<file path="config.mk">
export PLATFORM = sky130hd
export DESIGN_NAME = filter_env_driver_flat
export DESIGN_NICKNAME = d
export VERILOG_FILES = /design/src/rtl/filter_env_pkg.sv /design/src/rtl/filter_env_driver_if.sv /design/src/rtl/filter_env_driver_sync_bit.sv /design/src/rtl/filter_env_driver.sv /design/src/flat_wrapper.sv
export SDC_FILE = /design/constraint.sdc
export NUM_CORES = 1
export LEC_CHECK = 0
export ABC_AREA = 1
export CORE_ASPECT_RATIO = 1.1
export CORE_MARGIN = 5
export CORE_UTILIZATION = 55
export DETAILED_ROUTE_END_ITERATION = 10
export GPL_TIMING_DRIVEN = 0
export PLACE_DENSITY = 0.8
export SLEW_MARGIN = 20
export SYNTH_ARGS = -nofsm -noshare
export SYNTH_HDL_FRONTEND = slang
export SYNTH_SLANG_ARGS = --single-unit
</file>
<file path="constraint.sdc">
create_clock -name clk -period 2.11 [get_ports clk]
set_input_delay 0.3165 -clock clk [delete_from_list [all_inputs] [get_ports clk]]
set_output_delay 0.3165 -clock clk [all_outputs]
set_load 0.05 [all_outputs]
</file>
<file path="src/rtl/filter_env_pkg.sv">
// Shared definitions for the clocked 4-phase initiator of the dual-rail filter pipeline.
package filter_env_pkg;

    typedef enum logic [2:0] {
        ST_IDLE    = 3'd0,
        ST_RISE    = 3'd1,
        ST_WAIT_HI = 3'd2,
        ST_FALL    = 3'd3,
        ST_WAIT_LO = 3'd4
    } state_t;

    localparam int DEF_SYNC_STAGES = 2;
    localparam int DEF_SKEW        = 0;
    localparam int DEF_TIMEOUT     = 255;
    localparam int DEF_CNT_W       = 16;
    localparam int SKEW_W          = 4;

    // Timer must be able to hold the value TIMEOUT itself.
    function automatic int timer_w(input int timeout);
        return (timeout < 1) ? 1 : $clog2(timeout + 1);
    endfunction

endpackage

</file>
<file path="src/rtl/filter_env_driver_if.sv">
// Control/filter-side signal bundle of the filter environment driver.
interface filter_env_driver_if import filter_env_pkg::*; #(
    parameter int CNT_W = DEF_CNT_W
) ();
    logic             go;
    logic [CNT_W-1:0] burst_len;
    logic             actuator_i;
    logic             start_o;
    logic             sensor_o;
    logic             busy;
    logic             done;
    logic             timeout_err;
    logic             proto_err;
    logic [CNT_W-1:0] tok_count;

    modport master (
        input  go, burst_len, actuator_i,
        output start_o, sensor_o, busy, done, timeout_err, proto_err, tok_count
    );

    modport slave (
        output go, burst_len, actuator_i,
        input  start_o, sensor_o, busy, done, timeout_err, proto_err, tok_count
    );
endinterface

</file>
<file path="src/rtl/filter_env_driver_sync_bit.sv">
// Reset-to-0 flop-chain synchronizer for a single asynchronous bit.
module sync_bit #(
    parameter int STAGES = 2
) (
    input  logic clk,
    input  logic reset,
    input  logic d,
    output logic q
);
    logic chain_reg [STAGES];

    always_ff @(posedge clk) begin
        if (reset) chain_reg[0] <= 1'b0;
        else       chain_reg[0] <= d;
    end

    for (genvar gi = 1; gi < STAGES; gi++) begin : g_stage
        always_ff @(posedge clk) begin
            if (reset) chain_reg[gi] <= 1'b0;
            else       chain_reg[gi] <= chain_reg[gi-1];
        end
    end

    assign q = chain_reg[STAGES-1];
endmodule

</file>
<file path="src/rtl/filter_env_driver.sv">
// Clocked 4-phase return-to-zero token initiator with per-phase timeout and token counting.
module filter_env_driver import filter_env_pkg::*; #(
    parameter int SYNC_STAGES = DEF_SYNC_STAGES,
    parameter int SKEW        = DEF_SKEW,
    parameter int TIMEOUT     = DEF_TIMEOUT,
    parameter int CNT_W       = DEF_CNT_W
) (
    input logic                 clk,
    input logic                 reset,
    filter_env_driver_if.master bus
);
    localparam int              TW        = timer_w(TIMEOUT);
    localparam logic [TW-1:0]   TIMEOUT_C = TW'(TIMEOUT);
    localparam logic [SKEW_W-1:0] SKEW_LAST = SKEW_W'((SKEW > 0) ? SKEW - 1 : 0);
    localparam bit              NO_SKEW   = (SKEW == 0);

    state_t              state_reg, state_next;
    logic                start_reg, start_next;
    logic                sensor_reg, sensor_next;
    logic                busy_reg, busy_next;
    logic                done_reg, done_next;
    logic                terr_reg, terr_next;
    logic                perr_reg, perr_next;
    logic [CNT_W-1:0]    tok_reg, tok_next, tok_inc;
    logic [CNT_W-1:0]    len_reg, len_next;
    logic [TW-1:0]       timer_reg, timer_next;
    logic [SKEW_W-1:0]   skew_reg, skew_next;
    logic                act_s;
    logic                err_exit;

    sync_bit #(.STAGES(SYNC_STAGES)) u_sync (
        .clk   (clk),
        .reset (reset),
        .d     (bus.actuator_i),
        .q     (act_s)
    );

    always_ff @(posedge clk) begin
        if (reset) begin
            state_reg  <= ST_IDLE;
            start_reg  <= 1'b0;
            sensor_reg <= 1'b0;
            busy_reg   <= 1'b0;
            done_reg   <= 1'b0;
            terr_reg   <= 1'b0;
            perr_reg   <= 1'b0;
            tok_reg    <= '0;
            len_reg    <= '0;
            timer_reg  <= '0;
            skew_reg   <= '0;
        end else begin
            state_reg  <= state_next;
            start_reg  <= start_next;
            sensor_reg <= sensor_next;
            busy_reg   <= busy_next;
            done_reg   <= done_next;
            terr_reg   <= terr_next;
            perr_reg   <= perr_next;
            tok_reg    <= tok_next;
            len_reg    <= len_next;
            timer_reg  <= timer_next;
            skew_reg   <= skew_next;
        end
    end

    always_comb begin
        state_next  = state_reg;
        start_next  = start_reg;
        sensor_next = sensor_reg;
        busy_next   = busy_reg;
        done_next   = 1'b0;
        terr_next   = terr_reg;
        perr_next   = perr_reg;
        tok_next    = tok_reg;
        len_next    = len_reg;
        timer_next  = timer_reg;
        skew_next   = skew_reg;
        tok_inc     = tok_reg + 1'b1;
        err_exit    = 1'b0;

        unique case (state_reg)
            ST_IDLE: begin
                if (bus.go) begin
                    if (act_s) begin
                        // Filter not back at zero: refuse to start a token.
                        perr_next = 1'b1;
                        done_next = 1'b1;
                    end else if (bus.burst_len == '0) begin
                        done_next = 1'b1;
                        terr_next = 1'b0;
                        perr_next = 1'b0;
                        tok_next  = '0;
                    end else begin
                        len_next    = bus.burst_len;
                        tok_next    = '0;
                        terr_next   = 1'b0;
                        perr_next   = 1'b0;
                        busy_next   = 1'b1;
                        start_next  = 1'b1;
                        skew_next   = '0;
                        timer_next  = '0;
                        sensor_next = NO_SKEW;
                        state_next  = NO_SKEW ? ST_WAIT_HI : ST_RISE;
                    end
                end
            end
            ST_RISE: begin
                if (skew_reg == SKEW_LAST) begin
                    sensor_next = 1'b1;
                    timer_next  = '0;
                    state_next  = ST_WAIT_HI;
                end else begin
                    skew_next = skew_reg + 1'b1;
                end
            end
            ST_WAIT_HI: begin
                if (act_s) begin
                    start_next = 1'b0;
                    skew_next  = '0;
                    timer_next = '0;
                    if (NO_SKEW) sensor_next = 1'b0;
                    state_next = NO_SKEW ? ST_WAIT_LO : ST_FALL;
                end else if (timer_reg == TIMEOUT_C) begin
                    err_exit = 1'b1;
                end else begin
                    timer_next = timer_reg + 1'b1;
                end
            end
            ST_FALL: begin
                if (skew_reg == SKEW_LAST) begin
                    sensor_next = 1'b0;
                    timer_next  = '0;
                    state_next  = ST_WAIT_LO;
                end else begin
                    skew_next = skew_reg + 1'b1;
                end
            end
            ST_WAIT_LO: begin
                if (!act_s) begin
                    tok_next = tok_inc;
                    if (tok_inc == len_reg) begin
                        busy_next  = 1'b0;
                        done_next  = 1'b1;
                        state_next = ST_IDLE;
                    end else begin
                        start_next = 1'b1;
                        skew_next  = '0;
                        timer_next = '0;
                        if (NO_SKEW) sensor_next = 1'b1;
                        state_next = NO_SKEW ? ST_WAIT_HI : ST_RISE;
                    end
                end else if (timer_reg == TIMEOUT_C) begin
                    err_exit = 1'b1;
                end else begin
                    timer_next = timer_reg + 1'b1;
                end
            end
            default: state_next = ST_IDLE;
        endcase

        // Hang exit shared by both wait phases; tok_count is left as is.
        if (err_exit) begin
            start_next  = 1'b0;
            sensor_next = 1'b0;
            terr_next   = 1'b1;
            busy_next   = 1'b0;
            done_next   = 1'b1;
            state_next  = ST_IDLE;
        end
    end

    assign bus.start_o     = start_reg;
    assign bus.sensor_o    = sensor_reg;
    assign bus.busy        = busy_reg;
    assign bus.done        = done_reg;
    assign bus.timeout_err = terr_reg;
    assign bus.proto_err   = perr_reg;
    assign bus.tok_count   = tok_reg;
endmodule

</file>
<file path="src/flat_wrapper.sv">
// flat-port wrapper written by rule: the top's interface ports become plain ports
module filter_env_driver_flat import filter_env_pkg::*;
#(
    parameter int SYNC_STAGES = DEF_SYNC_STAGES,
    parameter int SKEW        = DEF_SKEW,
    parameter int TIMEOUT     = DEF_TIMEOUT,
    parameter int CNT_W       = DEF_CNT_W
)
  (clk, reset, bus_go, bus_burst_len, bus_actuator_i, bus_start_o, bus_sensor_o, bus_busy, bus_done, bus_timeout_err, bus_proto_err, bus_tok_count);
  filter_env_driver_if #(.CNT_W(CNT_W)) bus_i ();
  input logic clk;
  input logic reset;
  input wire logic [$bits(bus_i.go)-1:0] bus_go;
  input wire logic [$bits(bus_i.burst_len)-1:0] bus_burst_len;
  input wire logic [$bits(bus_i.actuator_i)-1:0] bus_actuator_i;
  output wire logic [$bits(bus_i.start_o)-1:0] bus_start_o;
  output wire logic [$bits(bus_i.sensor_o)-1:0] bus_sensor_o;
  output wire logic [$bits(bus_i.busy)-1:0] bus_busy;
  output wire logic [$bits(bus_i.done)-1:0] bus_done;
  output wire logic [$bits(bus_i.timeout_err)-1:0] bus_timeout_err;
  output wire logic [$bits(bus_i.proto_err)-1:0] bus_proto_err;
  output wire logic [$bits(bus_i.tok_count)-1:0] bus_tok_count;
  assign bus_i.go = bus_go;
  assign bus_i.burst_len = bus_burst_len;
  assign bus_i.actuator_i = bus_actuator_i;
  assign bus_start_o = bus_i.start_o;
  assign bus_sensor_o = bus_i.sensor_o;
  assign bus_busy = bus_i.busy;
  assign bus_done = bus_i.done;
  assign bus_timeout_err = bus_i.timeout_err;
  assign bus_proto_err = bus_i.proto_err;
  assign bus_tok_count = bus_i.tok_count;
  filter_env_driver #(.SYNC_STAGES(SYNC_STAGES), .SKEW(SKEW), .TIMEOUT(TIMEOUT), .CNT_W(CNT_W)) u_core (.clk(clk), .reset(reset), .bus(bus_i));
endmodule
</file>
==> results of run 1 <==
==> what timing repair did <==
action / in CTS / in global routing
setup endpoints to repair: 36 / 40
pin swaps: 4 / 26
gates resized for setup: 9 / 49
gates cloned: 0 / 2
buffers inserted: 5 / 4
==> Yosys cell counts, drive strengths merged <==
library cell,number,area [sq um]
a211oi,2,15.0
a21oi,45,225
a31oi,1,6.26
buf,6,37.5
clkbuf,6,23.8
clkinv,1,3.75
dfxtp,49,981
ha,6,75.1
inv,54,205
nand2,120,463
nand3,65,340
nand3b,5,37.5
nand4,12,75.1
nor2,48,229
nor3,4,25.0
nor4,3,18.8
o21ai,25,129
o21bai,2,15.0
or2,1,6.26
xnor2,1,8.76
xor2,5,43.8
==> per-layer routing <==
layer,up-vias,GRT usage [%],routed length (microns)
met5,-,0,0
met1,1466,28.0,3440
li1,1636,-,-
met4,0,11.2,262
met3,23,3.93,314
met2,83,42.8,4280
==> tightest hold or removal path, delay by kind of cell (launching register included) <==
family        cells  cell delay [ps]
buf+inv           1               40
flops             1              310
simple gates      1               40
==> cells by family after synthesis <==
logic type      count (synthesis)
flops                          49
fa+ha+maj                       6
compound gates                 75
simple gates                  258
xor+xnor                        6
buf+inv                        67
==> cell type report <==
cell class | instances | area share (%)
clock inverter | 1 | 0.130
tap | 75 | 2.43
multi-input combinational | 346 | 49.5
buffer | 11 | 1.56
sequential | 49 | 26.0
clock buffer | 7 | 2.50
timing repair buffer | 50 | 12.5
inverter | 55 | 5.44
==> power breakdown <==
part           internal (mW)  switching, mW
clock                  0.297          0.320
sequential              1.08          0.126
combinational          0.519           1.02
==> per-stage QoR <==
stage          cell area, sq um  instances  power [mW]
6_report                   3860        594        3.36
5_1_grt                    3860        594        3.60
4_1_cts                    3650        589        3.24
3_5_place_dp               3470        576        2.57
3_3_place_gp               3470        576        2.55
2_1_floorplan              2980        461        2.19
==> worst paths after layout <==
path | from | to | slack [ps] | depth (start not counted)
hold / removal | u_core.u_sync.chain_reg[0]$_SDFF_PP0_ | u_core.u_sync.chain_reg[1]$_SDFF_PP0_ | 420 | 2
setup / recovery | u_core.bus.tok_count[1]$_SDFFE_PP0P_ | u_core.timer_reg[1]$_SDFFE_PP0P_ | 60 | 15
setup reg to reg | u_core.bus.tok_count[1]$_SDFFE_PP0P_ | u_core.timer_reg[1]$_SDFFE_PP0P_ | 60 | 15
hold reg to reg | u_core.u_sync.chain_reg[0]$_SDFF_PP0_ | u_core.u_sync.chain_reg[1]$_SDFF_PP0_ | 420 | 2
==> impl_metrics.json, run 1 <==
{
  "period_needed_ps": 2050,
  "utilization_pct": 72.5,
  "hold_slack_ps": 423,
  "drive_above_1_share_pct": 18.1,
  "antenna_found_initial": 0,
  "cts.root.buffer_cell": "clkbuf_8",
  "cp.required_ps": 2320,
  "start_kind": "register",
  "clk_pin_slew_ps": 90,
  "hold_path_class": "register to register",
  "multi_input_area_sq_um": 1910,
  "clkLatencyLatePin_ps": 300,
  "leakage_nw": 1.56,
  "ys_seq_area_share_pct": 33.1,
  "post_synth_fa_ha_maj_area_fraction_pct": 2.53,
  "route.detailed.drc": 0,
  "cts_tree": "done",
  "tightestPinTransition_ps": 534,
  "port_buffers": 40,
  "end_kind": "register",
  "n_antenna_cell": 0,
  "wl_per_cell_microns": 14.0,
  "synth_cell_type_count": 33,
  "fin_skew_ps": 8.77,
  "syn_area_per_cell_sq_um": 6.43,
  "start_util_pct": 55.7,
  "gr-total-overflow": 0,
  "detail_route.iter0.violations": 226,
  "synthSimpleGateAreaFrac_pct": 40.3,
  "rsz0062_at_grt": "true",
  "dpl.hpwl_microns": 6080,
  "ys_warn_count": 0,
  "fin_crit_sh_pct": 97.1,
  "areaGrowthSynthToFinish_pct": 30.3,
  "core_sq_um": 5330,
  "path_cells": "ha_4 > nand2_4 > buf_4 > nand2_1 > nand2_1 > nand2_1 > nor2_1 > nand2_1 > nor2_2 > nand3_2 > nor2_4 > nand3_4 > buf_6 > a21oi_2 > nor2_1",
  "status": "completed",
  "fillers": 454,
  "layout_setup_ws_ps": 61.5,
  "num-nets-final": 544,
  "postRouteWirelength_microns": 8300,
  "ys_ff_latch": 49,
  "fmax_mhz": 488,
  "synth_xor_area_share_pct": 1.77,
  "hold_violations": 0,
  "cp_common_cell": "nand2_1",
  "cts_inserted_buffers": 5,
  "p_per_area_nw_per_um2": 870,
  "first_global_vias": 3023,
  "cts_max_level": 2,
  "die_area_sq_um": 6960,
  "synth_compound_area_share_pct": 13.2,
  "vdd_drop_max_mv": 0.816,
  "routed-via-count": 3208,
  "layout_common_cells": "nand2_1 (106), inv_1 (52), nand3_1 (49), a21oi_1 (41), clkdlybuf4s50_1 (40)",
  "synthMuxAreaShare_pct": 0,
  "relSlewSlack_pct": 64.4,
  "seqCellArea_sq_um": 1000,
  "setup_viol": 0,
  "syn_nets": 487,
  "ant_nets": 0,
  "final_common_cell": "nand2_1",
  "clock_sinks": 49,
  "grt_pass1_wl_microns": 13400,
  "die_w_microns": 80.0,
  "netlist_area_sq_um": 2960,
  "tns_ps": 0,
  "dr.pass1.iters": 4,
  "grt_use_total_pct": 24.1,
  "gp_congestion": 0.907,
  "drv_cap": 0,
  "grt_max_degree": 15,
  "viasPerCell": 5.40,
  "clockBufferDepth": 2,
  "ios": 42,
  "critPathMaxStageDelay_ps": 380,
  "critPathArrivalTime_ps": 2250,
  "report.final.slew_viol_count": 0,
  "synth_top_family_by_area": "simple AND/OR/NAND/NOR gates",
  "cpMaxStageDelayCell": "dfxtp_4",
  "die_height_microns": 87.0,
  "path_buf_inv": 2,
  "path_delay_family": "simple AND/OR/NAND/NOR gates",
  "critPathKind": "register to register",
  "rows": 28,
  "dp_slack_ps": -414,
  "crit_fanout": 5,
  "holdBufCountCts": 0,
  "syn_inst": 461
}
Note: power is estimated with default switching activity, not from simulation.
==> run 2, diff against run 1 <==
SYNTH_HIERARCHICAL = 1   (was not set)
==> run 2 against run 1 <==
The flow now finishes with violations (setup timing). Cell count up 4.2%. Count of clock-buffer cells in the layout down 1. Global-route usage up 0.67 points. Power up 4.8%. First-iteration DRC count up 57%. Flip-flop and latch count unchanged. Highest routed layer unchanged. Clock power up 9.9%. Combinational power up 4%.
==> impl_metrics.json, run 2 <==
{
  "dr.pass1.iters": 6,
  "wl_per_cell_microns": 14.0,
  "n_antenna_cell": 0,
  "cpMaxStageDelayCell": "dfxtp_4",
  "core_sq_um": 5360,
  "routed-wl-met2_microns": 4410,
  "utilization_pct": 72.5,
  "postRouteWirelength_microns": 8660,
  "areaGrowthSynthToFinish_pct": 28.4,
  "detail_route.iter0.violations": 355,
  "synthSimpleGateAreaFrac_pct": 42.6,
  "first_global_vias": 3098,
  "leakage_nw": 1.56,
  "path_delay_family": "simple AND/OR/NAND/NOR gates",
  "hold_violations": 0,
  "ios": 42,
  "port_buffers": 41,
  "die_w_microns": 80.7,
  "routed-via-count": 3430,
  "synth_compound_area_share_pct": 13.3,
  "reg2regPathDepth": 15,
  "synth.most_common_cell": "nand2_1",
  "synthArstFlopShare_pct": 0,
  "grt_pass1_wl_microns": 13900,
  "syn_nets": 509,
  "clk_pin_slew_ps": 100,
  "holdPathStages": 2,
  "drive_above_1_share_pct": 14.2,
  "syn_inst": 483,
  "die_area_sq_um": 7090,
  "gp_congestion": 0.902,
  "post_synth_fa_ha_maj_area_fraction_pct": 2.48,
  "synth_top_family_by_area": "simple AND/OR/NAND/NOR gates",
  "start_kind": "register",
  "start_util_pct": 56.5,
  "die_height_microns": 87.8,
  "vdd_drop_max_mv": 0.676,
  "netlist_area_sq_um": 3030,
  "gr-total-overflow": 0,
  "p_per_area_nw_per_um2": 906,
  "layout_common_cells": "nand2_1 (127), inv_1 (52), nand3_1 (52), nor2_1 (52), clkdlybuf4s50_1 (41)",
  "ys_top_cells_by_area": "dfxtp_1 (32%), nand2_1 (16%), nand3_1 (9.1%)",
  "synth_xor_area_share_pct": 0.579,
  "clkLatencyLatePin_ps": 310,
  "fin_skew_ps": 9.14,
  "fin_crit_sh_pct": 103,
  "status": "finished with violations",
  "cts_tree": "done",
  "grt_max_degree": 16,
  "synth_commonest_cells": "nand2_1 (130), nor2_1 (57), nand3_1 (55), inv_1 (53), dfxtp_1 (49)",
  "synth_cell_type_count": 31,
  "rows": 28,
  "grt_use_total_pct": 24.8,
  "path_cells": "ha_4 > nand2_8 > nor2_2 > buf_4 > nand2_1 > nand3_2 > nand2_2 > nand3_1 > nor2_1 > nand2_1 > nor2_4 > nand4_4 > buf_6 > a21oi_1 > nor2_1",
  "cp.required_ps": 2310,
  "setup_viol": 7,
  "end_kind": "register",
  "met3_length_microns": 573,
  "report.final.slew_viol_count": 0,
  "cts_max_level": 2,
  "ys_ff_latch": 49,
  "top_layer": "met4",
  "relSlewSlack_pct": 63.1,
  "dp_cells": 599,
  "synth_top_area_share_pct": 32.4,
  "cts.root.buffer_cell": "clkbuf_8",
  "cts_inserted_buffers": 5,
  "ys_warn_count": 6,
  "dpl.hpwl_microns": 6220,
  "crit_fanout": 10,
  "path_buf_inv": 2,
  "route.detailed.drc": 0,
  "path_depth": 15,
  "ys_seq_area_share_pct": 32.4,
  "fmax_mhz": 461,
  "clockBufferDepth": 2,
  "violations": "setup timing",
  "holdBufCountCts": 0,
  "tightestPinTransition_ps": 553,
  "critPathArrivalTime_ps": 2370,
  "final_cell_count_no_fill": 619,
  "period_needed_ps": 2170,
  "ant_nets": 0,
  "hold_path_class": "register to register",
  "wl_met1_microns": 3480,
  "critPathMaxStageDelay_ps": 380,
  "drv_cap": 0,
  "synth_edf_count": 0,
  "syn_area_per_cell_sq_um": 6.27,
  "num-nets-final": 569,
  "synthMuxAreaShare_pct": 0,
  "rsz0062_at_grt": "true",
  "viasPerCell": 5.54,
  "yosysTopAreaCell": "dfxtp_1",
  "layout_setup_ws_ps": -58.5,
  "critPathKind": "register to register",
  "synth_ff_type": "dfxtp_1",
  "fillers": 438,
  "antenna_found_initial": 0,
  "clock_sinks": 49,
  "final_common_cell": "nand2_1"
}
run 2: power breakdown:
| group | internal [mW] | switching, mW |
|---|---|---|
| logic | 0.574 | 1.02 |
| registers | 1.10 | 0.147 |
| clock network | 0.353 | 0.326 |
run 2: area by class of cell:
cell class	instances	area (sq um)	share of cell area (%)
Sequential cell	49	1010	25.9
Buffer	11	63.8	1.64
Timing Repair Buffer	52	497	12.8
Clock buffer	6	72.6	1.87
Tap cell	75	93.8	2.41
Inverter	53	203	5.21
Clock inverter	2	35.0	0.901
Multi-Input combinational cell	371	1910	49.2
run 2: cells by family (layout without fill, tap and decap cells):
logic type	Yosys count	in the layout
compound gates	76	76
buf+inv	65	124
xor+xnor	2	2
simple gates	285	287
fa+ha+maj	6	6
flops	49	49
run 2: repair_timing:
action / in CTS / in global routing
gates resized for setup: 7 / 31
cloned: 1 / 1
setup buffers: 5 / 6
setup endpoints to repair: 21 / 32
pin swaps: 6 / 6
run 2: worst register-to-register path: stages (launching register included):
cell and delay (ps):
dfxtp_4 380, ha_4 190, nand2_8 80, nor2_2 80, buf_4 150, nand2_1 90, nand3_2 80, nand2_2 80
nand3_1 80, nor2_1 100, nand2_1 100, nor2_4 160, nand4_4 100, buf_6 170, a21oi_1 160, nor2_1 60
run 2: per-layer routing:
metal	global-route usage, %	up-vias
met5	0	-
li1	-	1714
met2	44.4	134
met1	29.2	1560
met4	8.76	0
met3	4.94	22
run 2: final timing paths:
kind                                                             from  slack (ps)                                     to
worst max-delay path             u_core/bus.tok_count[0]$_SDFFE_PP0P_         -60       u_core/timer_reg[0]$_SDFFE_PP0P_
worst max register to register   u_core/bus.tok_count[0]$_SDFFE_PP0P_         -60       u_core/timer_reg[0]$_SDFFE_PP0P_
worst min-delay path            u_core/u_sync/chain_reg[0]$_SDFF_PP0_         420  u_core/u_sync/chain_reg[1]$_SDFF_PP0_
worst min register to register  u_core/u_sync/chain_reg[0]$_SDFF_PP0_         420  u_core/u_sync/chain_reg[1]$_SDFF_PP0_
run 2: stage by stage:
stage	power [mW]	TNS (ps)	hold WS, ps	worst slack, ps	cell area [sq um]
after detailed placement	2.71	-7520	410	-605	3570
after floorplan	2.31	0	388	3.31	3060
final	3.52	-111	417	-58.5	3890
after CTS	3.41	0	425	4.01	3740
after global placement	2.67	-7190	396	-586	3570
after global routing	3.77	-1940	445	-209	3890
==> run 3, diff against run 2 <==
CAP_MARGIN = 30   (was not set)
CORE_UTILIZATION = 59   (was 55)
HOLD_SLACK_MARGIN = 0.06   (was not set)
PLACE_DENSITY = 0.85   (was 0.8)
clock period = 2.6 ns   (was 2.11 ns; I/O delays follow)
==> run 3 against run 2 <==
The run now ends clean. Design area shrank 5.9%. Sequential share of layout area up 0.93 points. Setup slack better by 280 ps. Sequential power down 19%. Combinational power fell by 25%. Power shrank 21%. Critical path depth fell by 1. Flip-flop and latch count unchanged. Clock skew increased by 2.9 ps. Critical path type unchanged. Largest power group unchanged.
==> impl_metrics.json, run 3 (synthesized netlist as in run 2, its figures left out) <==
{
  "hold_violations": 0,
  "gp_congestion": 0.917,
  "relSlewSlack_pct": 61.2,
  "ios": 42,
  "status": "completed",
  "start_util_pct": 60.5,
  "drv_cap": 0,
  "wl_per_cell_microns": 14.0,
  "period_needed_ps": 2380,
  "clk_pin_slew_ps": 100,
  "fin_crit_sh_pct": 91.4,
  "viasPerCell": 5.66,
  "tightestPinTransition_ps": 583,
  "cts_max_level": 2,
  "port_buffers": 41,
  "gr-total-overflow": 0,
  "power_mw": 2.77,
  "p_per_area_nw_per_um2": 756,
  "cts.root.buffer_cell": "clkbuf_8",
  "dp_slack_ps": -206,
  "route.detailed.drc": 0,
  "grt_use_total_pct": 25.7,
  "routed-via-count": 3353,
  "critPathMaxStageDelay_ps": 420,
  "grt_max_degree": 16,
  "clockBufferDepth": 2,
  "fmax_mhz": 421,
  "detail_route.iter0.violations": 304,
  "areaGrowthSynthToFinish_pct": 20.9,
  "clkLatencyLatePin_ps": 310,
  "clock_sinks": 49,
  "cts_tree": "done",
  "dr.pass1.iters": 5,
  "cp.required_ps": 2800,
  "dpl.hpwl_microns": 6250,
  "r2r_slack_ps": 220,
  "final_cell_count_no_fill": 592,
  "ant_nets": 0,
  "antenna_found_initial": 0,
  "die_area_sq_um": 6660,
  "leakage_nw": 1.50,
  "rsz0062_at_grt": "false",
  "layout_common_cells": "nand2_1 (130), nor2_1 (57), nand3_1 (54), inv_1 (53), dfxtp_1 (47)",
  "hold_path_class": "register to register",
  "crit_fanout": 10,
  "critPathKind": "register to register",
  "cts_inserted_buffers": 5,
  "critPathArrivalTime_ps": 2580,
  "setup_viol": 0,
  "n_antenna_cell": 0,
  "die_height_microns": 85.1,
  "start_kind": "register",
  "report.final.slew_viol_count": 0,
  "postRouteWirelength_microns": 8260,
  "holdBufCountCts": 0,
  "drive_above_1_share_pct": 6.55,
  "path_cells": "ha_2 > nand2_2 > nor2_4 > nand2_2 > nand2_2 > nand2_1 > nand2_1 > nand2_1 > nand3b_1 > nor2_2 > nand4_4 > buf_6 > a21oi_1 > nor2_1",
  "dp_cells": 582,
  "grt_pass1_wl_microns": 13900,
  "fin_skew_ps": 12.0,
  "end_kind": "register",
  "layout_setup_ws_ps": 223,
  "num-nets-final": 559,
  "core_sq_um": 5000,
  "vdd_drop_max_mv": 0.543,
  "cpMaxStageDelayCell": "dfxtp_1",
  "first_global_vias": 3070,
  "rows": 27,
  "final_common_cell": "nand2_1",
  "die_w_microns": 78.3
}
-- run 3: path summary, 6_finish.rpt --
path,endpoint,startpoint,cells after the start
worst max-delay path,u_core/timer_reg[1]$_SDFFE_PP0P_,u_core/bus.tok_count[1]$_SDFFE_PP0P_,14
worst min-delay path,u_core/u_sync/chain_reg[1]$_SDFF_PP0_,u_core/u_sync/chain_reg[0]$_SDFF_PP0_,2
worst max register to register,u_core/timer_reg[1]$_SDFFE_PP0P_,u_core/bus.tok_count[1]$_SDFFE_PP0P_,14
worst min register to register,u_core/u_sync/chain_reg[1]$_SDFF_PP0_,u_core/u_sync/chain_reg[0]$_SDFF_PP0_,2
-- run 3: per-stage QoR --
stage	utilization (%)	area [sq um]	hold WS, ps	setup TNS [ps]
global route	73.2	3660	421	0
global placement	70.2	3510	398	-970
CTS	72.4	3620	415	0
detailed placement	70.2	3510	403	-1090
finish	73.2	3660	412	0
floorplan	-	3030	388	0
-- run 3: layer usage --
layer / vias to the layer above / share of wire (%) / GRT usage [%]
met1: 1539 / 41 / 30.4
met5: - / 0 / 0
met2: 105 / 51 / 47.0
met3: 19 / 5.5 / 4.14
met4: 0 / 2.4 / 8.27
li1: 1690 / - / -
-- run 3: final cells by class --
type | instances | area, sq um
buffer | 12 | 61.3
clock buffer | 6 | 72.6
clock inverter | 2 | 38.8
fill | 432 | 1340
inverter | 53 | 199
multi-input combinational | 370 | 1810
sequential | 49 | 983
tap | 58 | 72.6
timing repair buffer | 42 | 418
-- run 3: worst max-delay path: cells and delay by family (launching register included) --
kind | cells | cell delay [ps]
buffers and inverters | 1 | 190
AND/OR/NAND/NOR | 11 | 1260
flip-flops | 1 | 420
AO/OA/AOI/OAI | 1 | 130
adder cells (fa/ha/maj) | 1 | 240
-- run 3: what timing repair did --
action	4_1_cts	5_1_grt
setup endpoints to repair	0	9
resized for setup	0	8
buffers inserted	0	1
-- run 3: report_power, final --
part           internal [mW]  total [mW]  switching (mW)
Sequential             0.898        1.01           0.117
Clock                  0.289       0.557           0.267
Combinational          0.412        1.20           0.784
==> RTL change 1 (flow settings as in run 1) <==
Set the package constant `DEF_TIMEOUT` to 510 (it was 255).
--- a/src/rtl/filter_env_pkg.sv
+++ b/src/rtl/filter_env_pkg.sv
@@ -11,7 +11,7 @@
 
     localparam int DEF_SYNC_STAGES = 2;
     localparam int DEF_SKEW        = 0;
-    localparam int DEF_TIMEOUT     = 255;
+    localparam int DEF_TIMEOUT     = 510;
     localparam int DEF_CNT_W       = 16;
     localparam int SKEW_W          = 4;
 
Behaviour: same outputs for any inputs over 4 cycles, from zero or initial values and one cycle with reset high; that may be too few to reach the edited logic, so the function may still have changed.
==> RTL change 1 against run 1 <==
- the run now ends with setup timing left
- wire length grew 7.0%
- sequential power grew 7%
- first-iteration DRC count grew 6.6%
- design area grew 4.2%
- via count grew 4.7%
- setup slack lost 0.18 ns
- sequential cell count grew 1
- synthesized area grew 2.7%
- power grew 8.3%
- utilization grew 2.1 points
- largest cell class unchanged
- largest power group unchanged
==> RTL change 1: results (changes against run 1) <==
status:
  status: "complete, but fails checks"
  violations: "setup timing"
synthesis:
  async_flop_share_pct: 0  # unchanged
  yosys-top-cells-area: "dfxtp_1 33%, nand2_1 14%, nand3_1 8.4%"
  ys_types: 34  # +3.0%
  synth_nets: 491  # +0.82%
  synth_commonest_cells: "113 x nand2_1, 55 x inv_1, 51 x nand3_1"
  syn_area_per_cell_sq_um: 6.558  # +2.0%
  synth-edff-count: 0  # unchanged
  seq_area_frac_synth_pct: 32.89  # -0.20 points
placed_design:
  place.gp.congestion: 0.9025  # -0.52%
  placedCellCount: 579  # +0.52%
  place_area_sq_mm: 0.003557  # +2.4%
  dpl.hpwl_mm: 6.193  # +1.9%
global_routing:
  grt_pass1_wl_mm: 13.85  # +3.5%
  first_global_vias: 3041  # +0.60%
  grtUsageTotal_pct: 25.01  # +0.91 points
worst_setup_path:
  cp-startpoint: "u_core.bus.tok_count[0]"
  crit_path_top_delay_cell: "dfxtp_4"
  crit_end: "u_core.timer_reg[7]"
  cp_max_fo: 5  # unchanged
route:
  vias_per_cell: 5.523  # +2.3%
  drtIter0Drc: 241  # +6.6%
  first_pass_iters: 7  # +3
  avgRoutedWirePerCell_um: 14.61  # +4.5%
cells_and_area:
  final_nets: 559  # +2.8%
  drive_above_1_share_pct: 20.64  # +2.5 points
  final_cells: 608  # +2.4%
  fillCellCount: 441  # -2.9%
min_path:
  hold_path.class: "register to register"
power_and_ir_drop:
  ir_drop_mv: 0.7684  # -5.8%
  p_leak_nw: 1.632  # +4.4%
timing:
  setup_viol: 12  # +12
  hold_ws_ns: 0.4087  # -0.01398 ns
  finalWorstSetupSlack_ns: -0.1202  # -0.1817 ns
  finalClockSkew_ns: 0.006717  # -0.002053 ns
  worst_pin_slew_ns: 0.6758  # +0.1417 ns
clock_network:
  clockBufferDepth: 2  # unchanged
[RTL change 1: layout make-up]
class	count	area (sq um)	share of cell area (%)
repair buffers	62	616.8	15.32
multi-input cells	344	1931	47.96
plain buffers	12	66.31	1.647
clock inverters	2	8.758	0.2176
well taps	75	93.84	2.331
flip-flops and latches	50	1021	25.37
inverters	57	215.2	5.347
clock buffers	6	72.57	1.803
[RTL change 1: logic make-up (layout without fill, tap and decap cells)]
group,after synthesis,after routing,share of synthesized area [%]
buffers and inverters,70,139,9.046
adders and majority gates,7,7,2.878
xor gates and xnor gates,6,6,2.179
AOI/OAI and AO/OA,72,72,13.45
DFF,50,50,32.89
and+or+nand+nor,259,259,39.56
[RTL change 1: worst min-delay path: cells and delay by family (launching register included)]
family	cells	cell delay, ns
AND/OR/NAND/NOR	1	0.03
flip-flops	1	0.30
buffers and inverters	1	0.04
[RTL change 1: routing by layer]
layer	wire [um]	track usage, %	part of all wire (%)
met5	0	0	0
met1	3516	27.40	40
met3	508	4.733	5.7
met4	246	9.677	2.8
met2	4608	46.98	52
[RTL change 1: metrics by stage]
| stage | util [%] | setup WS, ns | TNS (ns) |
|---|---|---|---|
| floorplan | - | 0.02174 | 0 |
| global placement | 65.93 | -0.4485 | -14.11 |
| detailed placement | 65.93 | -0.5196 | -16.70 |
| CTS | 71.80 | -0.04999 | -0.3385 |
| global route | 74.61 | -0.2651 | -2.791 |
| finish | 74.61 | -0.1202 | -0.5786 |
[RTL change 1: repair_timing]
action	in CTS	in global routing
cloned	1	0
resized for setup	26	28
setup buffers	15	6
endpoints found under the setup margin	47	43
pin swaps	17	26
[RTL change 1: report_power, final]
part / internal (mW) / leakage (nW) / switching, mW
clock: 0.229 / 0.0426 / 0.326
sequential: 1.13 / 0.416 / 0.163
combinational: 0.670 / 1.17 / 1.12
==> RTL change 2 (flow settings as in run 1) <==
Without the edit above. Reset style: asynchronous (`reset`), changed in 3 clocked blocks.
--- a/src/rtl/filter_env_driver_sync_bit.sv
+++ b/src/rtl/filter_env_driver_sync_bit.sv
@@ -9,13 +9,13 @@
 );
     logic chain_reg [STAGES];
 
-    always_ff @(posedge clk) begin
+    always_ff @(posedge clk or posedge reset) begin
         if (reset) chain_reg[0] <= 1'b0;
         else       chain_reg[0] <= d;
     end
 
     for (genvar gi = 1; gi < STAGES; gi++) begin : g_stage
-        always_ff @(posedge clk) begin
+        always_ff @(posedge clk or posedge reset) begin
             if (reset) chain_reg[gi] <= 1'b0;
             else       chain_reg[gi] <= chain_reg[gi-1];
         end
--- a/src/rtl/filter_env_driver.sv
+++ b/src/rtl/filter_env_driver.sv
@@ -35,7 +35,7 @@
         .q     (act_s)
     );
 
-    always_ff @(posedge clk) begin
+    always_ff @(posedge clk or posedge reset) begin
         if (reset) begin
             state_reg  <= ST_IDLE;
             start_reg  <= 1'b0;
Formal check against the unedited RTL: differs if reset is asserted again (counterexample within 4 cycles, from zero or initial values and one cycle with reset high); with reset held inactive, the same outputs for 10 cycles.
==> RTL change 2 against run 1 <==
- the flow now finishes with violations (setup timing)
- wire length increased by 1.4%
- setup slack got worse by 0.097 ns
- design area increased by 4.0%
- largest power group unchanged
- via count increased by 0.37%
- critical path depth decreased by 2
- power increased by 8.8%
- synthesized cell count decreased by 1.7%
- sequential power increased by 14%
- critical path type unchanged
- first-iteration DRC count increased by 8.4%
- count of clock-buffer cells in the layout decreased by 2
- synthesized area increased by 6.9%
- combinational power increased by 13%
- sequential cell count unchanged
- die area increased by 6.1%
==> RTL change 2: results (changes against run 1) <==
worst_setup_path:
  crit_path_top_delay_cell: "dfrtp_2"
  cp-startpoint: "u_core.bus.tok_count[1]"
  reg2reg_setup_slack_ns: -0.04  # -0.10 ns
  critPathMaxStageDelay_ns: 0.42  # +0.04 ns
  path_class: "register to register"
  reg2regPathDepth: 13  # -2
  cp_max_fo: 8  # +3
  crit_arrival_ns: 2.39  # +0.14 ns
  r2r-end: "u_core.timer_reg[7]"
timing:
  finalWorstSetupSlack_ns: -0.03537  # -0.09685 ns
  hold_ws_ns: 0.3550  # -0.06773 ns
  finalClockSkew_ns: 0.01021  # +0.001438 ns
  setup_viol: 8  # +8
  slew_headroom_pct: 53.84  # -11 points
status:
  violations: "setup timing"
  status: "complete, but fails checks"
placed_design:
  dpl.hpwl_mm: 6.116  # +0.60%
  numPortBuffers: 41  # +2.5%
  placedCellCount: 572  # -0.69%
  post-place-ws_ns: -0.3253  # +0.08886 ns
  place_area_sq_mm: 0.003722  # +7.2%
global_routing:
  grt_pass1_wl_mm: 13.90  # +3.9%
  first_global_vias: 3100  # +2.5%
  grtUsageTotal_pct: 24.35  # +0.24 points
  grt_start_max_net_pins: 31  # +16
min_path:
  hold_path_end: "u_core.u_sync.q"
  hold_path.class: "register to register"
  whs_path_depth: 0  # -2
  min_from: "u_core.u_sync.chain_reg[1]"
synthesis:
  yosys-top-cells-area: "dfrtp_1 39%, nand2_1 15%, inv_1 8.9%"
  async_flop_share_pct: 100.0  # +100 points
  synth_commonest_cells: "129 x nand2_1, 75 x inv_1, 49 x dfrtp_1"
  syn_inst: 453  # -1.7%
  synthesis.area_sq_mm: 0.003169  # +6.9%
  synth_fa_ha_area_share_pct: 2.764  # +0.23 points
  synth_nets: 480  # -1.4%
  synth_xor_area_share_pct: 0.8291  # -0.94 points
  ys_types: 28  # -15%
  synth-compound-area-share_pct: 8.804  # -4.4 points
  seq_area_frac_synth_pct: 38.69  # +5.6 points
power_and_ir_drop:
  p_leak_nw: 1.863  # +19%
  power_density_mw_per_mm2: 910.9  # +4.7%
  ir_drop_mv: 0.4892  # -40%
  p_clk_share_pct: 15.1  # -3.3 points
  swShare_pct: 45.02  # +1.5 points
  comb-power_mw: 1.73  # +13%
cells_and_area:
  fillCellCount: 487  # +7.3%
  final_nets: 538  # -1.1%
  drive_above_1_share_pct: 16.41  # -1.7 points
route:
  avgRoutedWirePerCell_um: 14.29  # +2.2%
  drtIter0Drc: 245  # +8.4%
  routed_wl_mm: 8.415  # +1.4%
  vias: 3220  # +0.37%
floorplanning:
  start_util_pct: 55.63  # about the same
clock_network:
  clkTransAtPathRegs_ns: 0.09  # about the same
RTL change 2: repair_timing:
item | CTS | global route
pin swaps | 3 | 16
endpoints found under the setup margin | 22 | 23
cloned | 1 | 0
gates resized for setup | 11 | 28
setup buffers | 5 | 3
RTL change 2: layout make-up:
cell class	instances	share of cell area (%)
clock buffers	5	1.714
plain buffers	5	0.5923
well taps	77	2.400
inverters	77	7.232
multi-input cells	323	44.48
repair buffers	50	12.41
clock inverters	3	0.4364
flip-flops and latches	49	30.74
RTL change 2: layer usage:
metal  wire length (um)  GRT usage (%)  part of all wire [%]  up-vias
met5                  0              0                     0        -
met4                140          8.761                   1.7        0
met3                438          2.994                   5.2       15
met2               4239          41.55                    50      105
met1               3596          31.73                    43     1517
li1                   -              -                     -     1583
RTL change 2: metrics by stage:
step	util, %	TNS [ns]
finish	70.46	-0.2025
global route	70.46	-1.956
CTS	68.37	0
detailed placement	65.34	-3.523
global placement	64.86	-20.49
floorplan	-	0
